===== src/rtl/alu_seq_pkg.sv =====
`default_nettype none
// ============================================================================
// Module      : alu_seq_pkg
// Description : Shared types and constants for the ALU op sequencer:
//               FSM state encoding, ALU opcodes and instruction field layout.
// Revision    : 1.0 - initial release
// ============================================================================
package alu_seq_pkg;

  localparam int DATA_W  = 4;
  localparam int IDX_W   = 2;
  localparam int INSTR_W = 10;

  // Instruction field layout: [9] ld, [8:6] op, [5:4] rd, [3:2] rs, [1:0] rt
  localparam int LD_BIT  = 9;
  localparam int OP_LSB  = 6;
  localparam int OP_W    = 3;
  localparam int RD_LSB  = 4;
  localparam int RS_LSB  = 2;
  localparam int RT_LSB  = 0;
  localparam int IMM_LSB = 0;

  localparam logic [OP_W-1:0] OP_SUB  = 3'd0;
  localparam logic [OP_W-1:0] OP_ADD  = 3'd1;
  localparam logic [OP_W-1:0] OP_OR   = 3'd2;
  localparam logic [OP_W-1:0] OP_AND  = 3'd3;
  localparam logic [OP_W-1:0] OP_RSH  = 3'd4;
  localparam logic [OP_W-1:0] OP_ROTL = 3'd5;
  localparam logic [OP_W-1:0] OP_LT   = 3'd6;
  localparam logic [OP_W-1:0] OP_EQ   = 3'd7;

  typedef enum logic [1:0] {
    IDLE = 2'd0,
    OPER = 2'd1,
    WB   = 2'd2,
    HOLD = 2'd3
  } seq_state_e;

endpackage : alu_seq_pkg
`default_nettype wire


===== src/rtl/alu_seq_regfile.sv =====
`default_nettype none
// ============================================================================
// Module      : alu_seq_regfile
// Description : NREG x W register file, two asynchronous read ports, one
//               synchronous write port, asynchronous active-low clear.
// Revision    : 1.0 - initial release
// ============================================================================
module alu_seq_regfile #(
  parameter  int NREG = 4,
  parameter  int W    = 4,
  localparam int AW   = $clog2(NREG)
) (
  input  logic          clk,
  input  logic          rst_n,
  input  logic          i_we,
  input  logic [AW-1:0] i_waddr,
  input  logic [W-1:0]  i_wdata,
  input  logic [AW-1:0] i_raddr_a,
  input  logic [AW-1:0] i_raddr_b,
  output logic [W-1:0]  o_rdata_a,
  output logic [W-1:0]  o_rdata_b
);

  logic [W-1:0] r_mem [NREG];

  always_ff @(posedge clk or negedge rst_n) begin
    if (!rst_n) begin
      for (int i = 0; i < NREG; i++) begin
        r_mem[i] <= '0;
      end
    end else if (i_we) begin
      r_mem[i_waddr] <= i_wdata;
    end
  end

  assign o_rdata_a = r_mem[i_raddr_a];
  assign o_rdata_b = r_mem[i_raddr_b];

endmodule : alu_seq_regfile
`default_nettype wire


===== src/rtl/alu_op_sequencer.sv =====
`default_nettype none
// ============================================================================
// Module      : alu_op_sequencer
// Description : Fetches operands from a 4x4 register file, drives an external
//               combinational ALU, writes the result back and presents it on
//               a valid/ready output. Optional macro SEQ_OPCOUNT_EN adds a
//               result-handshake counter (op_count) with clear (cnt_clr).
// Revision    : 1.0 - initial release
// ============================================================================
module alu_op_sequencer
  import alu_seq_pkg::*;
#(
  parameter int NREG = 4,
  parameter int W    = 4
) (
  input  logic               clk,
  input  logic               rst_n,
  input  logic               in_valid,
  output logic               in_ready,
  input  logic [INSTR_W-1:0] in_instr,
  output logic [W-1:0]       alu_rs,
  output logic [W-1:0]       alu_rt,
  output logic [OP_W-1:0]    alu_sel,
  input  logic [W-1:0]       alu_rd,
  output logic               res_valid,
  input  logic               res_ready,
  output logic [W-1:0]       res_data,
  output logic [IDX_W-1:0]   res_idx
`ifdef SEQ_OPCOUNT_EN
  ,
  input  logic               cnt_clr,
  output logic [7:0]         op_count
`endif
);

  seq_state_e       r_state;
  seq_state_e       w_next_state;

  logic             w_ld;
  logic [OP_W-1:0]  w_op;
  logic [IDX_W-1:0] w_rd;
  logic [IDX_W-1:0] w_rs;
  logic [IDX_W-1:0] w_rt;
  logic [W-1:0]     w_imm;
  logic             w_accept;
  logic             w_wr_en;
  logic [W-1:0]     w_rs_val;
  logic [W-1:0]     w_rt_val;

  logic [W-1:0]     r_alu_rs;
  logic [W-1:0]     r_alu_rt;
  logic [OP_W-1:0]  r_alu_sel;
  logic [W-1:0]     r_result;
  logic [IDX_W-1:0] r_dest;
  logic [W-1:0]     r_res_data;
  logic [IDX_W-1:0] r_res_idx;

  assign w_ld     = in_instr[LD_BIT];
  assign w_op     = in_instr[OP_LSB +: OP_W];
  assign w_rd     = in_instr[RD_LSB +: IDX_W];
  assign w_rs     = in_instr[RS_LSB +: IDX_W];
  assign w_rt     = in_instr[RT_LSB +: IDX_W];
  assign w_imm    = in_instr[IMM_LSB +: W];
  assign w_accept = in_valid && (r_state == IDLE);
  assign w_wr_en  = (r_state == WB);

  alu_seq_regfile #(
    .NREG (NREG),
    .W    (W)
  ) u_regfile (
    .clk       (clk),
    .rst_n     (rst_n),
    .i_we      (w_wr_en),
    .i_waddr   (r_dest),
    .i_wdata   (r_result),
    .i_raddr_a (w_rs),
    .i_raddr_b (w_rt),
    .o_rdata_a (w_rs_val),
    .o_rdata_b (w_rt_val)
  );

  always_ff @(posedge clk or negedge rst_n) begin
    if (!rst_n) begin
      r_state <= IDLE;
    end else begin
      r_state <= w_next_state;
    end
  end

  always_comb begin
    w_next_state = r_state;
    in_ready     = 1'b0;
    res_valid    = 1'b0;
    case (r_state)
      IDLE: begin
        in_ready = 1'b1;
        if (in_valid) begin
          w_next_state = w_ld ? WB : OPER;
        end
      end
      OPER: w_next_state = WB;
      WB:   w_next_state = HOLD;
      HOLD: begin
        res_valid = 1'b1;
        if (res_ready) begin
          w_next_state = IDLE;
        end
      end
      default: w_next_state = IDLE;
    endcase
  end

  // ALU operand/select registers only move on accept, so they hold steady
  // through OPER and keep their last value afterwards.
  always_ff @(posedge clk or negedge rst_n) begin
    if (!rst_n) begin
      r_alu_rs   <= '0;
      r_alu_rt   <= '0;
      r_alu_sel  <= '0;
      r_result   <= '0;
      r_dest     <= '0;
      r_res_data <= '0;
      r_res_idx  <= '0;
    end else begin
      if (w_accept) begin
        r_dest <= w_rd;
        if (w_ld) begin
          r_result <= w_imm;
        end else begin
          r_alu_rs  <= w_rs_val;
          r_alu_rt  <= w_rt_val;
          r_alu_sel <= w_op;
        end
      end
      if (r_state == OPER) begin
        r_result <= alu_rd;
      end
      if (r_state == WB) begin
        r_res_data <= r_result;
        r_res_idx  <= r_dest;
      end
    end
  end

  assign alu_rs   = r_alu_rs;
  assign alu_rt   = r_alu_rt;
  assign alu_sel  = r_alu_sel;
  assign res_data = r_res_data;
  assign res_idx  = r_res_idx;

`ifdef SEQ_OPCOUNT_EN
  logic [7:0] r_op_count;

  always_ff @(posedge clk or negedge rst_n) begin
    if (!rst_n) begin
      r_op_count <= '0;
    end else if (cnt_clr) begin
      r_op_count <= '0;
    end else if (res_valid && res_ready) begin
      r_op_count <= r_op_count + 8'd1;
    end
  end

  assign op_count = r_op_count;
`endif

endmodule : alu_op_sequencer
`default_nettype wire


===== config.mk =====
export PLATFORM = sky130hd
export DESIGN_NAME = alu_op_sequencer
export DESIGN_NICKNAME = d
export VERILOG_FILES = /design/src/rtl/alu_seq_pkg.sv /design/src/rtl/alu_seq_regfile.sv /design/src/rtl/alu_op_sequencer.sv
export SDC_FILE = /design/constraint.sdc
export NUM_CORES = 1
export LEC_CHECK = 0
export BUFFER_PORTS_ARGS = -buffer_cell sky130_fd_sc_hd__buf_2
export CAP_MARGIN = 20
export CORE_ASPECT_RATIO = 1.4
export CORE_MARGIN = 5
export CORE_UTILIZATION = 33
export DETAILED_ROUTE_END_ITERATION = 8
export PLACE_DENSITY = 0.61
export SETUP_SLACK_MARGIN = 0.05
export SLEW_MARGIN = 20
export SYNTH_ARGS = -nofsm -noshare
export SYNTH_HDL_FRONTEND = slang
export SYNTH_HIERARCHICAL = 1
export SYNTH_SLANG_ARGS = --single-unit

===== constraint.sdc =====
create_clock -name clk -period 1.5 [get_ports clk]
set_input_delay 0.075 -clock clk [delete_from_list [all_inputs] [get_ports clk]]
set_output_delay 0.075 -clock clk [all_outputs]
set_load 0.02 [all_outputs]

==> run summary, run 1 <==
At the worst endpoint, the arrival time is 1.67 ns. Number of global-route vias before repair: 1357. Post-synthesis sequential element count: 41. The floorplan has 32 rows. Routability-driven placement finished with a final weighted congestion of 0.7872. The longest clock path from root to sink contains 2 buffers.

The quantity of I/O buffers inserted on ports came out at 36. The initial antenna violation count came out at 0. The min-delay analysis places its worst path in the category in -> reg. The worst register-to-register path has a depth of 4.

The run gives 1.68 ns as the required arrival time at the worst endpoint. The run finished with clean final reports. The routed layout has 1217 vias. For this run, the top clock speed supported by timing is 672.9 MHz. After detailed routing, the number of vias per cell comes to 4.988. The core region is 0.005565 sq mm.

The tools report the cell area after synthesis as 0.001912 sq mm. The beginning of the worst hold path is in_instr[7]. The first global-routing pass estimated 6803 um of wire. Registers take 0.001027 sq mm.

The worst slack on hold paths is 0.01250 ns. The floorplan step defined a die boundary enclosing 0.007437 sq mm. The average cell area after synthesis works out to 15.93 sq um. In this run the critical register-to-register path is captured at u_regfile/r_mem[12]. Power spread over the standard cell area amounts to 2234 mW/mm^2. Classification of the worst setup path: reg -> reg. The clock net in this run drives a total of 41 sinks. Layout-stage area growth over the synthesis result: 29.25%. Startpoint of the lowest-slack register-to-register path: r_state[0].

After detailed routing, the number of remaining DRC violations is 0. The die height came out at 100.1 um. The worst vdd rail ir drop was 1017 uV.

Entering global routing, the biggest net connects 42 pins. For the pin with the worst max-slew slack, the measured transition is 0.5206 ns. The library cells used most frequently in the layout, excluding fill and tap cells, are 40 x dfrtp_1, 36 x buf_2, 19 x mux2_4. The number of nets in the synthesized netlist came out at 142. Setup repair after global routing could not meet its margin everywhere.

The final wirelength is 4315 um, and the share of final-layout standard cells stronger than drive strength 1 is 0.6136. The run gives 0.1230 as the total routing usage reported by global routing. In this run the remaining antenna-violating nets after routing total 0.

Count of final hold-check violations: 0. The finished layout holds 244 standard cells, fillers aside. The element type at the critical path start was a flip-flop. TritonCTS built the clock tree. The cell count after synthesis came out at 120. Yosys mapped the design onto 21 distinct sky130hd cell types.

The worst path needs 1.486 ns of the cycle, external delays included. The tools report the final design utilization as 0.4440. Half-perimeter wire length of the detailed placement result: 3030 um. After the last flow step, the layout net total stands at 197. The tools report the max-slew violation count as 0. In the final layout, the multi-input gates occupy 935.9 sq um. The first routing iteration left 77 violations.

The peak fanout along the critical path is 4. The tools report the capture endpoint of the worst hold path as alu_sel[1]. The root buffer selected by CTS is clkbuf_8.

After detailed routing, the average wire length per cell comes to 17.68 um. The pre-CTS worst setup slack was -0.01202 ns; the power consumption was 5.520 mW. Clock-pin slew was measured on the worst setup and hold paths at 0.08 ns. The tools report the clock latency of the later-clocked register in the worst-skew pair as 0.29 ns. The final clock period utilization by the worst path came out at 0.9907.

The worst hold path was traced through 2 stages. The leakage dissipation is 1.208 nW. Max-cap violations in this run came to 0. The logs give 229 for the cell count after placement and 0 for the diode insertion count for antenna repair. Total CTS buffers: 5. The H-tree depth was 2; the total of endpoints with negative setup slack in the final report was 0.

The sequential element share of the synthesized area is 0.5366. The run gives 0.008465 ns as the final clock skew. In this run the count of I/O pins placed on the die edge is 37. Setup slack closes at 0.01393 ns. The Yosys step of the flow raised 6 warnings. Floorplan die width: 74.33 um. The worst register-to-register path has a setup slack of 0.01 ns. After filler insertion, the fill cell instance count of the layout stands at 520. For the max-slew headroom at the worst pin, the log shows 0.6530. The first TritonRoute pass finished after 5 iterations. The worst setup path is captured at a flip-flop. The total congestion overflow was 0. The most common library cell in the layout ignoring fill and taps is dfrtp_1. The run gives 0.3435 as the initial standard-cell utilization of the core.
[per-stage QoR]
step / cell area (sq um) / TNS (ns)
floorplan: 1924 / -0.3893
global placement: 2231 / 0
detailed placement: 2231 / -0.02599
CTS: 2441 / 0
global route: 2471 / -0.2059
finish: 2471 / 0
[worst max path at each step]
stage	endpoint	slack (ns)	from	depth (start not counted)
global route	u_regfile/r_mem[14]	-0.04	r_state[0]	4
CTS	u_regfile/r_mem[10]	0.04	r_state[0]	5
finish	u_regfile/r_mem[12]	0.01	r_state[0]	4
floorplan	alu_rs[0]	-0.04	r_state[1]	6
detailed placement	u_regfile/r_mem[6]	-0.01	r_state[0]	5
global placement	u_regfile/r_mem[7]	0.04	r_state[0]	5
[per-layer routing]
metal,global-route usage,wire [um],vias up
li1,-,-,552
met1,0.1540,1811,616
met2,0.1967,2157,42
met3,0.03808,262,7
met4,0.04795,82,0
met5,0,0,-
[power breakdown]
| part | internal, mW | switching [mW] |
|---|---|---|
| clock network | 0.542 | 0.370 |
| logic | 1.42 | 1.10 |
| registers | 1.65 | 0.445 |
[flip-flops by register name (all words and copies together), names as in the netlist]
name	flops
alu_rs	4
alu_rt	4
alu_sel	3
r_dest	2
r_result	4
r_state	2
res_data	4
res_idx	2
u_regfile/r_mem	16
[cells by family after synthesis]
logic type / Yosys count / synth area share
muxes: 50 / 0.3606
DFF: 41 / 0.5366
and+or+nand+nor: 11 / 0.03927
adders and majority gates: 4 / 0.02618
AOI/OAI and AO/OA: 7 / 0.01964
buffers and inverters: 7 / 0.01767
[critical path: stages (launching register included)]
cell	delay, ns
dfrtp_1	0.39
inv_2	0.13
ha_4	0.16
nor3b_4	0.36
mux2_4	0.34
[repair_timing]
action	in CTS	in global routing
cloned	1	0
pin swaps	1	3
hold buffers	1	0
endpoints found under the hold margin	41	0
setup buffers	5	0
setup endpoints to repair	29	25
resized for setup	10	7
[synthesized netlist by cell type]
master,instances,area (sq um)
dfrtp_1,41,1026
mux2_2,25,281.5
mux2_4,10,150.1
mux2i_1,7,70.07
mux4_2,6,135.1
ha_1,4,50.05
inv_1,4,15.01
nand2_1,4,15.01
o21ai_0,4,20.02
clkbuf_1,2,7.510
mux4_1,2,52.55
nand3b_1,2,15.01
a21oi_1,1,5.000
a31oi_1,1,6.260
buf_6,1,11.26
nand2_2,1,6.260
nand3_1,1,5.000
nor2b_1,1,6.260
nor3b_4,1,18.77
o22ai_1,1,6.260
or2_4,1,8.760
[cell type report]
type                       count  share of cell area
inverter                       4            0.006076
multi-input combinational     73              0.3787
timing repair buffer          50              0.1180
clock inverter                 1             0.01215
tap                           68             0.03443
clock buffer                   7             0.03494
sequential                    41              0.4157
No activity file was read; power rests on OpenSTA's default activity.
==> run 2, diff against run 1 <==
--- a/config.mk
+++ b/config.mk
@@ -11,7 +11,7 @@
 export CORE_MARGIN = 5
 export CORE_UTILIZATION = 33
 export DETAILED_ROUTE_END_ITERATION = 8
-export PLACE_DENSITY = 0.61
+export PLACE_DENSITY_LB_ADDON = 0.15
 export SETUP_SLACK_MARGIN = 0.05
 export SLEW_MARGIN = 20
 export SYNTH_ARGS = -nofsm -noshare
==> run 2 against run 1 <==
  * The flow now finishes with violations (setup timing)
  * Setup slack got worse by 0.027 ns
  * Critical path depth rose by 1
  * Wire length rose by 2.5%
  * Combinational power barely moved
  * Largest cell class unchanged
  * Largest power group unchanged
  * Via count fell by 1.6%
  * Fmax fell by 1.8%
  * Hold slack improved by 0.0038 ns
  * Sequential share of layout area fell by 0.17 points
  * Register-to-register slack got worse by 0.03 ns
  * Global-route usage rose by 0.56 points
  * First-iteration DRC count fell by 55%
==> run summary, run 2 (synthesis results as in run 1) <==
The tools report the slack of the worst reg-to-reg path as -0.01 ns (-0.03 ns). The worst-margin pin slew is 0.5254 ns (+0.004874 ns), and the number of nets with antenna violations after detailed routing is 0 (unchanged). The final clock period utilization by the worst path came out at 1.009 (+0.01828). The average via count per standard cell was 4.930 (-1.2%). The total routing usage reported by global routing is 0.1286 (+0.005587), and the leakage dissipation is 1.212 nW (+0.32%).

The die height is 100.1 um (unchanged). The clock latency of the later-clocked register in the worst-skew pair was 0.29 ns (about the same). The worst setup path is captured at a flip-flop.

For hold timing, the worst endpoint is r_dest[0]. The initial antenna violation count was 0 (unchanged); the routed wirelength normalized by instance count was 18.19 um (+2.9%). The checks that failed: setup timing. The run gives 0.3435 (unchanged) as the initial standard-cell utilization of the core. The switching power share of the total works out to 0.3408 (-0.005382). For the largest net degree at the start of global routing, the log shows 42 (unchanged). Leaving out fill and tap cells, the most frequent cells in the layout are 40 x dfrtp_1, 36 x buf_2, 18 x mux2_4. The run gives 32 (unchanged) as the count of standard-cell rows.

Summed negative setup slack over all endpoints: -0.03308 ns (-0.03308 ns). Worst path arrival time: 1.69 ns (+0.02 ns). The layout-stage area growth over the synthesis result was 29.78%. The run gives 1283 (-5.5%) as the number of global-route vias before repair. The worst setup path is of the reg -> reg kind. The achievable clock frequency was 660.7 MHz (-1.8%); the total CTS buffers was 5 (unchanged).

The logs give 0.444 (-0.012) for the combinational share of power and 6 (+6) for the total of endpoints with negative setup slack in the final report. The starting DRC count in detailed routing was 35 (-55%). Peak fanout along the critical path: 6 (+2). The post-route minimum period was 1.513 ns (+0.02741 ns).

Diode insertion count for antenna repair: 0 (unchanged). Worst min-delay path class: in -> reg. The number of instances on the worst hold path came out at 2 (unchanged). The tools report the worst vdd rail ir drop as 1080 uV (+6.2%). TritonCTS built the clock tree. The floorplan die width came out at 74.33 um (unchanged). The maximum cell stage delay along the critical path came out at 0.45 ns (+0.06 ns).

The global-route wire length before repair was 7017 um (+3.1%). Ranked by flip-flop count, first place goes to u_regfile/r_mem. The tools report the element type at the critical path start as a flip-flop.

The number of optimization iterations in the first detailed-route pass is 4 (-1). The total congestion overflow is 0 (unchanged). The number of cells traversed by the worst register-to-register path was 5 (+1). The areal power density over the cells was 2274 mW/mm^2 (+1.8%); the sequential group share of total power was 0.370 (-0.009). The logs give 0.01626 ns (+0.003754 ns) for the worst slack on hold paths and 4421 um (+2.5%) for the final wirelength. The library cell used most frequently in the layout, excluding fill and tap cells, is dfrtp_1.

The I/O pin count was 37 (unchanged); the setup slack of the critical path after layout was -0.01348 ns (-0.02741 ns). The instance area at placement is 0.002231 sq mm (unchanged), and the filler cell count in the final layout is 511 (-1.7%). The run finished, with violations left. For the part of the power in the clock network, the log shows 0.186 (+0.021). For the power consumption, the log shows 5.643 mW (+2.2%). The run gives 3141 um (+3.7%) as the half-perimeter wire length of the detailed placement result. The tree is rooted in a clkbuf_8. The run gives 41 (unchanged) as the clock sink total.

The post-layout instance area came out at 0.002481 sq mm (+0.41%). Walking the worst path, the cells encountered are inv_2 -> ha_4 -> nand2_4 -> or2_4 -> mux2_4. The tools report the floorplan core area as 0.005565 sq mm (unchanged). For the max-slew headroom at the worst pin, the log shows 0.6497 (-0.003250). The clock transition time at the flip-flop clock pins of the worst setup and hold paths works out to 0.08 ns (about the same). The worst reg2reg path endpoint is alu_rt[0].

The count of final hold-check violations is 0 (unchanged). For the H-tree depth, the log shows 2 (unchanged). Beginning of the worst hold path: in_instr[4].

The startpoint of the lowest-slack register-to-register path was r_state[1]. For the total vias in the final route, the log shows 1198 (-1.6%). The max-slew violation count is 0 (unchanged), and the final clock skew is 0.003081 ns (-0.005384 ns). Internal power: 3.720 mW (+3.1%).

The share of final-layout standard cells stronger than drive strength 1 works out to 0.6171 (+0.003506). Placer congestion estimate: 0.7484 (-4.9%). Slowest library cell on the worst path: dfrtp_2.

The final net count is 196 (-0.51%). For the required arrival time at the worst endpoint, the log shows 1.68 ns (about the same). Setup repair after global routing could not meet its margin everywhere.

The number of remaining DRC errors was 0 (unchanged); the flip-flop count of the largest register, all copies and words added was 16 (unchanged). The buffer depth of the longest clock path is 2 (unchanged), and the area of the die is 0.007437 sq mm (unchanged). For the net switching power figure, the log shows 1.923 mW (+0.63%).

The tools report the count of maximum capacitance violations as 0 (unchanged). Quantity of I/O buffers inserted on ports: 36 (unchanged).
run 2: layout make-up:
type | count | area, sq um | share of cell area
inverter | 4 | 15.01 | 0.006051
timing repair buffer | 49 | 287.8 | 0.1160
clock buffer | 5 | 68.82 | 0.02774
clock inverter | 3 | 65.06 | 0.02622
tap | 68 | 85.08 | 0.03429
multi-input combinational | 73 | 932.1 | 0.3757
sequential | 41 | 1027 | 0.4140
run 2: power by group through the flow:
stage               registers (mW)  logic, mW  clock network [mW]
floorplan                     2.25       1.37                   0
detailed placement            2.10       2.29                   0
global route                  2.18       2.69                1.12
finish                        2.09       2.50                1.05
CTS                           2.08       2.41                1.08
global placement              2.05       2.22                   0
run 2: worst max path at each step:
| stage | start | end | cells after the start |
|---|---|---|---|
| global placement | r_state[0] | u_regfile/r_mem[0] | 5 |
| floorplan | r_state[1] | alu_rs[0] | 6 |
| detailed placement | r_state[0] | u_regfile/r_mem[3] | 5 |
| CTS | r_state[1] | alu_rt[0] | 5 |
| finish | r_state[1] | alu_rt[0] | 5 |
| global route | r_state[1] | alu_rt[0] | 5 |
run 2: layer usage:
metal,vias to the layer above,share of wire,global-route usage
met5,-,0,0
met4,0,0.011,0.04110
met3,5,0.051,0.03607
met2,27,0.55,0.2227
met1,615,0.39,0.1516
li1,551,-,-
run 2: metrics by stage:
step	setup slack, ns	util	cells
final	-0.01348	0.4458	243
after global routing	-0.04303	0.4458	243
after CTS	0.01622	0.4364	242
after detailed placement	0.01420	0.4009	229
after global placement	-0.01075	0.4009	229
after floorplan	-0.03893	-	120
run 2: repair_timing:
action / in CTS / in global routing
hold buffers: 1 / 0
hold endpoints to repair: 41 / 0
resized for setup: 7 / 10
cloned: 1 / 0
setup buffers: 3 / 1
endpoints found under the setup margin: 26 / 27
pin swaps: 0 / 4
run 2: worst max-delay path: cells and delay by family (launching register included):
| kind | cells | cell delay (ns) |
|---|---|---|
| muxes | 1 | 0.32 |
| buffers and inverters | 1 | 0.10 |
| DFF | 1 | 0.45 |
| adders and majority gates | 1 | 0.15 |
| and+or+nand+nor | 2 | 0.38 |
